===== config.mk =====
export PLATFORM = sky130hd
export DESIGN_NAME = reg_dump
export DESIGN_NICKNAME = d
export VERILOG_FILES = /design/src/rtl/reg_dump.sv
export SDC_FILE = /design/constraint.sdc
export NUM_CORES = 1
export LEC_CHECK = 0
export CAP_MARGIN = 20
export CORE_MARGIN = 2
export CORE_UTILIZATION = 40
export DETAILED_ROUTE_END_ITERATION = 16
export GPL_ROUTABILITY_DRIVEN = 0
export GPL_TIMING_DRIVEN = 0
export PLACE_DENSITY = 0.76
export SYNTH_ARGS = -nofsm -noshare
export SYNTH_HDL_FRONTEND = slang
export SYNTH_SLANG_ARGS = --single-unit

===== constraint.sdc =====
create_clock -name clk -period 5 [get_ports clk]
set_clock_uncertainty 0.2 [all_clocks]
set_input_delay 0.5 -clock clk [delete_from_list [all_inputs] [get_ports clk]]
set_output_delay 0.5 -clock clk [all_outputs]
set_load 0.01 [all_outputs]

===== src/rtl/reg_dump.sv =====
// Register-file dump engine: walks a (possibly wrapping) index range, reads
// each register and streams it out with valid/ready, then pulses done.
module reg_dump #(
  parameter int INCLUDE_R0 = 1
) (
  input  logic        clk,
  input  logic        rst_n,
  input  logic        start,
  input  logic [4:0]  first_reg,
  input  logic [4:0]  last_reg,
  output logic [4:0]  rd_addr,
  input  logic [31:0] rd_data,
  output logic        out_valid,
  input  logic        out_ready,
  output logic [31:0] out_data,
  output logic [4:0]  out_idx,
  output logic        out_last,
  output logic        busy,
  output logic        done
);

  typedef enum logic [1:0] {IDLE, READ, SEND, DONE} state_t;

  state_t      state, state_nx;
  logic [4:0]  cur_idx, cur_nx;
  logic [4:0]  end_idx, end_nx;
  logic [4:0]  nxt_idx;
  logic [31:0] data_q;
  logic [4:0]  idx_q;

  always_ff @(posedge clk or negedge rst_n) begin
    if (!rst_n) begin
      state   <= IDLE;
      cur_idx <= 5'd0;
      end_idx <= 5'd0;
      data_q  <= 32'd0;
      idx_q   <= 5'd0;
    end else begin
      state   <= state_nx;
      cur_idx <= cur_nx;
      end_idx <= end_nx;
      if (state == READ) begin
        data_q <= rd_data;
        idx_q  <= cur_idx;
      end
    end
  end

  // Index 0 is skipped without a READ visit when INCLUDE_R0 is clear.
  always_comb begin
    state_nx = state;
    cur_nx   = cur_idx;
    end_nx   = end_idx;
    nxt_idx  = idx_q + 5'd1;
    case (state)
      IDLE: begin
        if (start) begin
          end_nx = last_reg;
          if (INCLUDE_R0 == 0 && first_reg == 5'd0) begin
            if (last_reg == 5'd0) begin
              state_nx = DONE;
            end else begin
              cur_nx   = 5'd1;
              state_nx = READ;
            end
          end else begin
            cur_nx   = first_reg;
            state_nx = READ;
          end
        end
      end
      READ: state_nx = SEND;
      SEND: begin
        if (out_ready) begin
          if (idx_q == end_idx) begin
            state_nx = DONE;
          end else if (INCLUDE_R0 == 0 && nxt_idx == 5'd0) begin
            if (end_idx == 5'd0) begin
              state_nx = DONE;
            end else begin
              cur_nx   = 5'd1;
              state_nx = READ;
            end
          end else begin
            cur_nx   = nxt_idx;
            state_nx = READ;
          end
        end
      end
      DONE: state_nx = IDLE;
      default: state_nx = IDLE;
    endcase
  end

  assign rd_addr   = (state == READ) ? cur_idx : 5'd0;
  assign out_valid = (state == SEND);
  assign out_data  = data_q;
  assign out_idx   = idx_q;
  assign out_last  = (state == SEND) && (idx_q == end_idx);
  assign busy      = (state != IDLE);
  assign done      = (state == DONE);

endmodule

# After elaboration in Yosys (flattened, before gate mapping)
# Index checks and enable logic that the tools add are counted.
[totals]
regBits = 49
latchBits = 0
ramBits = 0
mem_bits_ro = 0
inputBits = 46
out_inout_bits = 46
wordCells = 29
memories = 0
[op_classes]
addsub = 1
multipliers = 0
div = 0
order_cmp = 0
n_eq_ne = 7
shifts = 0
mux = 9
n_bitwise = 0
reduce_logical = 7
[op_table]
columns = ["cell", "n"]
rows = [
  ["5-bit 2-to-1 mux", 4],
  ["5-bit one-hot mux with 2 select lines", 1],
  ["2-bit one-hot mux with 4 select lines", 1],
  ["2-bit 2-to-1 mux", 3],
  ["5-bit by 1-bit adder with 5-bit output (second input constant)", 1],
  ["5-bit == test", 1],
  ["2-bit == test (second input constant)", 2],
  ["2-bit inequality test (second input constant)", 2],
  ["2-bit AND reduction", 2],
  ["4-bit AND reduction", 1],
  ["2-bit nonzero test", 2],
  ["2-bit by 1-bit == test with 1-bit output (second input constant)", 1],
  ["2-bit logical NOT", 1],
  ["2-bit by 1-bit inequality test with 1-bit output (second input constant)", 1],
  ["1-bit logical AND", 1],
]

# Longest topological paths before layout
# Gate-level depths: netlist of run 1.
[logic_depth]
ltp_word = 4
ltp_mapped = 6

# Worst setup path before layout of run 1
# No wires, ideal clock.
[synth_timing]
path_kind = "register -> output"
from = "register idx_q[0], in the netlist out_idx[0]"
to = "output out_last"
t_arrival_ns = 1.142
required_ns = 4.300
path_slack_ns = 3.158
stages_incl_launch_ff = 4
path_cell_list = "dfrtp_1 > xnor2_1 > nand4_1 > nor3_1"
[synth_via]
elab_chain_cells = 2
[synth_rtl]
columns = ["element", "line", "source"]
rows = [
  ["start, declared", "29", "logic [4:0] idx_q;"],
  ["start signal, assigned", "44", "idx_q <= cur_idx;"],
  ["5-bit == test", "99", "assign out_last = (state == SEND) && (idx_q == end_idx);"],
  ["1-bit logical AND", "99", ""],
  ["end, declared", "17", "output logic out_last,"],
]
# No other way between the ends.

# Worst setup path in the final report of run 1
[layout_timing]
from = "register state[0]"
to = "output rd_addr[1]"
[layout_via]
elab_chain_cells = 2
[layout_rtl]
columns = ["element", "line", "source"]
rows = [
  ["start, declared", "24", "state_t state, state_nx;"],
  ["start signal, assigned", "39", "state <= state_nx;"],
  ["2-bit by 1-bit == test with 1-bit output", "95", "assign rd_addr = (state == READ) ? cur_idx : 5'd0;"],
  ["5-bit 2-to-1 mux", "95", ""],
  ["end, declared", "11", "output logic [4:0] rd_addr,"],
]
# No other way between the ends.

==> key figures, run 1 <==
Run status
  – Run status: finished, violations left
  – Failing checks: hold timing

Detailed routing
  – Met2 routed WL: 2.20 mm
  – Routed len/inst: 12.0 um
  – DR vias: 1689
  – Met3 wire length: 334 um
  – DR iter-0 viols: 72
  – Wirelength, routed: about 4.6 mm
  – Met1 WL: 2.02 mm
  – Vias/cell: 4.43
  – Post-route DRC: 0
  – Top Metal Used: met4
  – First-pass DRT Iterations: 4
  – Post-route ant nets: 0

Synthesis
  – Avg Cell Area, Syn: 9.69 um2
  – YS warnings: 0
  – Syn nets: 258
  – Yosys reg bits: 49
  – Mapped Cells: between 200 and 250
  – Post-synthesis cell type count: 24
  – Post-synthesis sequential area ratio: 0.600
  – Post-Syn Area: slightly above 2000 um2

Die
  – Core box area: 5010 um2
  – Die span in y: 75.5 um
  – Initial Utilization: 0.408
  – Die ar.: 5700 um2
  – Io pins: between 90 and 100
  – Cell row count: 26
  – Die width: roughly 75 um

GRT
  – First-pass GRT wire length: 7.29 mm
  – Pin count of the biggest net entering global routing: 27
  – Total grt overflow: 0
  – Vias in the first global route: 1634
  – Initial antenna violation count: 0
  – GRT Total Usage: 0.167

Critical path
  – Crit-path cells: nor2b_1 -> clkbuf_1 -> and2_1 -> clkdlybuf4s50_1
  – Critical Path RT: 4.30 ns
  – Critical Path Source Type: flop
  – Buf/Inv on CP: 2
  – Slowest-stage cell, CP: clkdlybuf4s50_1
  – Data arrival, critical path: slightly above 2 ns
  – Maximum fanout along the worst path: 10
  – Worst path max stage delay: 0.56 ns
  – Crit path max-delay family: buffers and inverters
  – Critical Path End Type: output port
  – Critical path class: reg2out

Clock network
  – Clk_lat worst skew: 0.29 ns
  – Post-CTS Resized: 0
  – Root buffer cell: clkbuf_8
  – Num CTS Buffers: 5
  – CTS Hold Bufs: 0
  – Clock-pin slew on the worst setup and hold paths: ~0.09 ns
  – Post-CTS setup buffers: 0
  – Max Root-Sink Buffers: 2
  – H-tree depth: 2
  – CTS tree: yes
  – Clock Sinks: 49

Power
  – Net Sw Frac: 0.352
  – Pint: 1.20 mW
  – Worst vdd ir: 0.282 mV
  – Flop pwr share: 0.388
  – P_sw: 0.652 mW
  – Logic pwr share: 0.493
  – LEAKAGE: between 1 and 1.5 nW
  – Clock power frac: 0.119
  – Power per Cell Area: 590 nW/um2

Worst hold path
  – HP Class: in2async

Finish
  – Most common cell after layout, fill and taps aside: nand2_1
  – Share of cells above drive strength 1: 0.0740
  – Finished Layout Cells: 381
  – Layout Nets: between 300 and 400
  – Synthesis-to-layout area growth: 53.5%
  – Diodes inserted: 0
  – Most frequent cells in the layout: 101 x nand2_1, 90 x clkdlybuf4s50_1, 49 x dfrtp_1

Timing
  – Max Slew Vio Count: 0
  – RSZ-0062 raised after global routing: no
  – Setup violators final: 0
  – Fin crit period: 2.74 ns
  – Final Hold Vio Count: 3
  – Post-route setup TNS: 0 ns
  – Max transition margin: 0.622
  – Final worst path period share: 0.548
  – Achievable Freq: 0.365 GHz
  – Slack of the critical path: 2.26 ns
  – Worst-margin pin slew: 0.567 ns
  – Hold slack: -0.0111 ns

Placement
  – Post-place setup slack: 2.57 ns
  – DP Cell Count: ~370
  – Hpwl dp: 3.45 mm
  – # port buffers: slightly above 90

Flow run
  – # Max-Cap Violations: 0
==> power by group through the flow <==
stage | logic (mW) | registers, mW | clock network, mW
global route | 1.01 | 0.745 | 0.245
detailed placement | 0.927 | 0.727 | 0
floorplan | 0.392 | 0.779 | 0
finish | 0.912 | 0.718 | 0.221
global placement | 0.903 | 0.726 | 0
CTS | 0.930 | 0.720 | 0.231
==> registers in the layout (all words and copies together) (netlist names) <==
register  count
cur_idx       5
out_idx       5
end_idx       5
state         2
out_data     32
==> metrics by stage <==
| stage | hold slack, ns | power, mW | utilization | area (um2) |
|---|---|---|---|---|
| after floorplan | 0.00441 | 1.17 | - | 2040 |
| after global placement | 0.258 | 1.63 | 0.607 | 3040 |
| after detailed placement | 0.261 | 1.65 | 0.610 | 3060 |
| after CTS | 0.00578 | 1.88 | 0.626 | 3140 |
| after global routing | 0.0241 | 2.00 | 0.626 | 3140 |
| final | -0.0111 | 1.85 | 0.626 | 3140 |
==> metal layers <==
metal,vias up,track usage
li1,853,-
met1,781,0.210
met2,51,0.277
met3,4,0.0595
met4,0,0.0409
met5,-,0
==> cell families after synthesis <==
group	synth area share
simple gates	0.239
flops	0.600
buf+inv	0.0220
mux	0.0600
compound gates	0.0392
xor+xnor	0.0343
fa+ha+maj	0.00612
==> final timing paths <==
| kind | start | cells after the start | slack, ns | to |
|---|---|---|---|---|
| max in group asynchronous | rst_n | 2 | 4.08 | out_data[26]$_DFFE_PN0N_ |
| hold / removal | rst_n | 1 | -0.01 | state[1]$_DFFE_PN0P_ |
| hold reg to reg | out_data[18]$_DFFE_PN0N_ | 2 | 0.28 | out_data[18]$_DFFE_PN0N_ |
| setup reg to reg | out_idx[0]$_DFFE_PN0N_ | 4 | 3.09 | cur_idx[2]$_DFFE_PN0P_ |
| setup / recovery | state[0]$_DFFE_PN0P_ | 4 | 2.26 | rd_addr[1] |
| min in group clk | out_data[18]$_DFFE_PN0N_ | 2 | 0.28 | out_data[18]$_DFFE_PN0N_ |
==> synthesized netlist by cell type <==
cell type | number | share of area
nand3_1 | 2 | 0.0049
nand4_1 | 1 | 0.0031
nor2_1 | 5 | 0.0092
or2_2 | 1 | 0.0031
xnor2_1 | 5 | 0.021
a21oi_1 | 2 | 0.0049
nor3_1 | 1 | 0.0024
dfrtp_1 | 49 | 0.60
o31ai_4 | 1 | 0.010
mux2_2 | 10 | 0.055
ha_1 | 1 | 0.0061
xor2_1 | 3 | 0.013
buf_2 | 3 | 0.0073
a21o_2 | 1 | 0.0043
nand2b_1 | 2 | 0.0061
mux2i_1 | 1 | 0.0049
nor2b_1 | 1 | 0.0031
or3_1 | 1 | 0.0031
and2_1 | 6 | 0.018
nand2_1 | 101 | 0.19
inv_1 | 2 | 0.0037
o21ai_0 | 2 | 0.0049
a21o_1 | 4 | 0.015
clkbuf_1 | 6 | 0.011
==> area by class of cell <==
cell class | count | area, um2
Buffer | 9 | 37.5
Clock buffer | 8 | 80.1
Fill cell | 477 | 1870
Inverter | 2 | 7.51
Multi-Input combinational cell | 151 | 773
Sequential cell | 49 | 1230
Tap cell | 70 | 87.6
Timing Repair Buffer | 92 | 926
Power figures use the tool's default switching activity.
==> run 2: changes to the inputs <==
clock period = 2.7 ns   (was 5 ns; I/O delays follow)
==> run 2 against run 1 <==
- the flow now finishes without violations
- largest cell class unchanged
- global-route usage rose by 0.056 points
- combinational power up 85%
- power grew 85%
- register-to-register slack lost 2.3 ns
- core utilization rose by 0.20 points
- final cell count rose by 0.26%
- critical endpoint unchanged
- highest routed layer unchanged
- setup slack worse by 2.1 ns
==> key figures, run 2 (same netlist as run 1, synthesis figures left out) <==
Run status
  – Run status: finished, final reports clean (was finished, violations left)

Clock network
  – CTS tree: yes (unchanged)
  – Clock-pin slew on the worst setup and hold paths: 0.09 ns (about the same)
  – H-tree depth: 2 (unchanged)
  – Num CTS Buffers: 5 (unchanged)
  – Clk_lat worst skew: 0.29 ns (about the same)
  – Max Root-Sink Buffers: 2 (unchanged)
  – Root buffer cell: clkbuf_8 (unchanged)
  – Clock Sinks: 49 (unchanged)

Power
  – P_sw: 1.21 mW (was 0.652 mW)
  – Clock power frac: 0.119 (about the same)
  – Logic pwr share: 0.493 (about the same)
  – Worst vdd ir: 0.521 mV (was 0.282 mV)
  – Net Sw Frac: 0.353 (was 0.352)
  – Flop pwr share: 0.388 (about the same)
  – Pint: 2.22 mW (was 1.20 mW)
  – LEAKAGE: 1.48 nW (about the same)
  – Power per Cell Area: 1090 nW/um2 (was 590 nW/um2)

Timing
  – Max Slew Vio Count: 0 (unchanged)
  – Setup violators final: 0 (unchanged)
  – Final Hold Vio Count: 0 (was 3)
  – RSZ-0062 raised after global routing: no (unchanged)
  – Worst-margin pin slew: 0.569 ns (was 0.567 ns)
  – Final worst path period share: 0.930
  – Achievable Freq: 0.398 GHz
  – Max transition margin: 0.621 (was 0.622)
  – Fin crit period: ~2.5 ns
  – Slack of the critical path: 0.188 ns (was 2.26 ns)

Critical path
  – Critical Path End Type: output port (unchanged)
  – FF-to-FF path depth: 4 (unchanged)
  – Critical Path Stages: 4 (unchanged)
  – Buf/Inv on CP: 2 (unchanged)
  – Crit-path cells: nor2b_1 -> clkbuf_1 -> and2_1 -> clkdlybuf4s50_1 (unchanged)
  – Critical path class: reg2out (unchanged)
  – Crit path max-delay family: buffers and inverters (unchanged)
  – Maximum fanout along the worst path: 10 (unchanged)
  – Data arrival, critical path: 2.04 ns (about the same)
  – Slowest-stage cell, CP: clkdlybuf4s50_1 (unchanged)
  – Critical Path RT: 2.23 ns (was 4.30 ns)
  – Critical Path Source Type: flop (unchanged)
  – Worst path max stage delay: 0.56 ns (about the same)

Detailed routing
  – Post-route ant nets: 0 (unchanged)
  – Routed len/inst: 12.1 um (was 12.0 um)
  – Wirelength, routed: 4.62 mm (was 4.59 mm)
  – Post-route DRC: 0 (unchanged)
  – First-pass DRT Iterations: 4 (unchanged)
  – DR iter-0 viols: 65 (was 72)
  – DR vias: 1690 (was 1689)
  – Vias/cell: 4.42 (was 4.43)

Die
  – Cell row count: 26 (unchanged)
  – Die ar.: 5700 um2 (unchanged)
  – Die width: 75.5 um (unchanged)
  – Core box area: 5010 um2 (unchanged)
  – Io pins: 92 (unchanged)
  – Die span in y: 75.5 um (unchanged)
  – Initial Utilization: 0.408 (unchanged)

GRT
  – Total grt overflow: 0 (unchanged)
  – Initial antenna violation count: 0 (unchanged)
  – First-pass GRT wire length: 7.31 mm (was 7.29 mm)
  – GRT Total Usage: 0.168 (was 0.167)
  – Vias in the first global route: 1640 (was 1634)
  – Pin count of the biggest net entering global routing: 27 (unchanged)

Finish
  – Utilization after layout: 0.628 (was 0.626)
  – Most frequent cells in the layout: 101 x nand2_1, 90 x clkdlybuf4s50_1, 49 x dfrtp_1 (unchanged)
  – Largest register FFs: 32 (unchanged)
  – Layout Nets: 358 (was 357)
  – Share of cells above drive strength 1: 0.0737 (was 0.0740)
  – Diodes inserted: 0 (unchanged)
  – Finished Layout Cells: 382 (was 381)
  – Most common cell after layout, fill and taps aside: nand2_1 (unchanged)
  – Synthesis-to-layout area growth: 54.0% (was 53.5%)

Placement
  – Hpwl dp: 3.45 mm (unchanged)
  – # port buffers: 91 (unchanged)
  – DP Cell Count: 373 (unchanged)
  – Post-place setup slack: 0.495 ns (was 2.57 ns)

Worst hold path
  – HP Class: reg2reg (was in2async)
  – Worst hold path cell count: 2

Flow run
  – # Max-Cap Violations: 0 (unchanged)
run 2: cell types whose count changed in the layout (fill, tap and decap cells not counted), sizes merged:
cell / previous run / this run
dlygate4sd3: 0 / 1
run 2: metrics by stage:
stage               cell area (um2)  hold slack, ns  total power [mW]  setup TNS (ns)
floorplan                      2040          -0.226              2.17               0
global placement               3040           0.258              3.02          -13.58
detailed placement             3060           0.105              3.06               0
CTS                            3150           0.281              3.48               0
global route                   3150           0.288              3.71               0
finish                         3150           0.276              3.43               0
run 2: area by class of cell:
cell class / instances / area (um2)
buffer: 9 / 37.5
sequential: 49 / 1230
clock buffer: 8 / 80.1
tap: 70 / 87.6
fill: 476 / 1860
inverter: 2 / 7.51
multi-input combinational: 151 / 773
timing repair buffer: 93 / 936
run 2: final timing paths:
kind / slack [ns] / to / start
max: 0.19 / rd_addr[1] / state[0]$_DFFE_PN0P_
min: 0.28 / out_data[18]$_DFFE_PN0N_ / out_data[18]$_DFFE_PN0N_
max reg2reg: 0.79 / cur_idx[2]$_DFFE_PN0P_ / out_idx[0]$_DFFE_PN0N_
min reg2reg: 0.28 / out_data[18]$_DFFE_PN0N_ / out_data[18]$_DFFE_PN0N_
max in group asynchronous: 1.46 / out_data[26]$_DFFE_PN0N_ / rst_n
min in group asynchronous: 0.30 / state[1]$_DFFE_PN0P_ / rst_n
run 2: power by group through the flow:
stage / sequential, mW / combinational (mW) / clock, mW
after global routing: 1.38 / 1.87 / 0.453
after global placement: 1.34 / 1.67 / 0
after floorplan: 1.44 / 0.726 / 0
after CTS: 1.33 / 1.72 / 0.427
after detailed placement: 1.35 / 1.72 / 0
final: 1.33 / 1.69 / 0.408
run 2: worst reg2reg max path, stage by stage, from the launching register on:
cell,delay [ns]
dfrtp_1,0.46
xnor2_1,0.20
nand4_1,0.18
o31ai_4,0.39
mux2_2,0.38
run 2: repair_timing:
action                                 4_1_cts  5_1_grt
resized for setup                            0        0
hold buffers                                 1        0
setup endpoints to repair                    0        0
buffers inserted                             0        0
endpoints found under the hold margin       23        0
run 2: routing by layer:
metal,track usage,part of all wire,vias to the layer above
li1,-,-,855
met1,0.210,0.44,780
met2,0.279,0.48,51
met3,0.0595,0.072,4
met4,0.0409,0.0074,0
met5,0,0,-
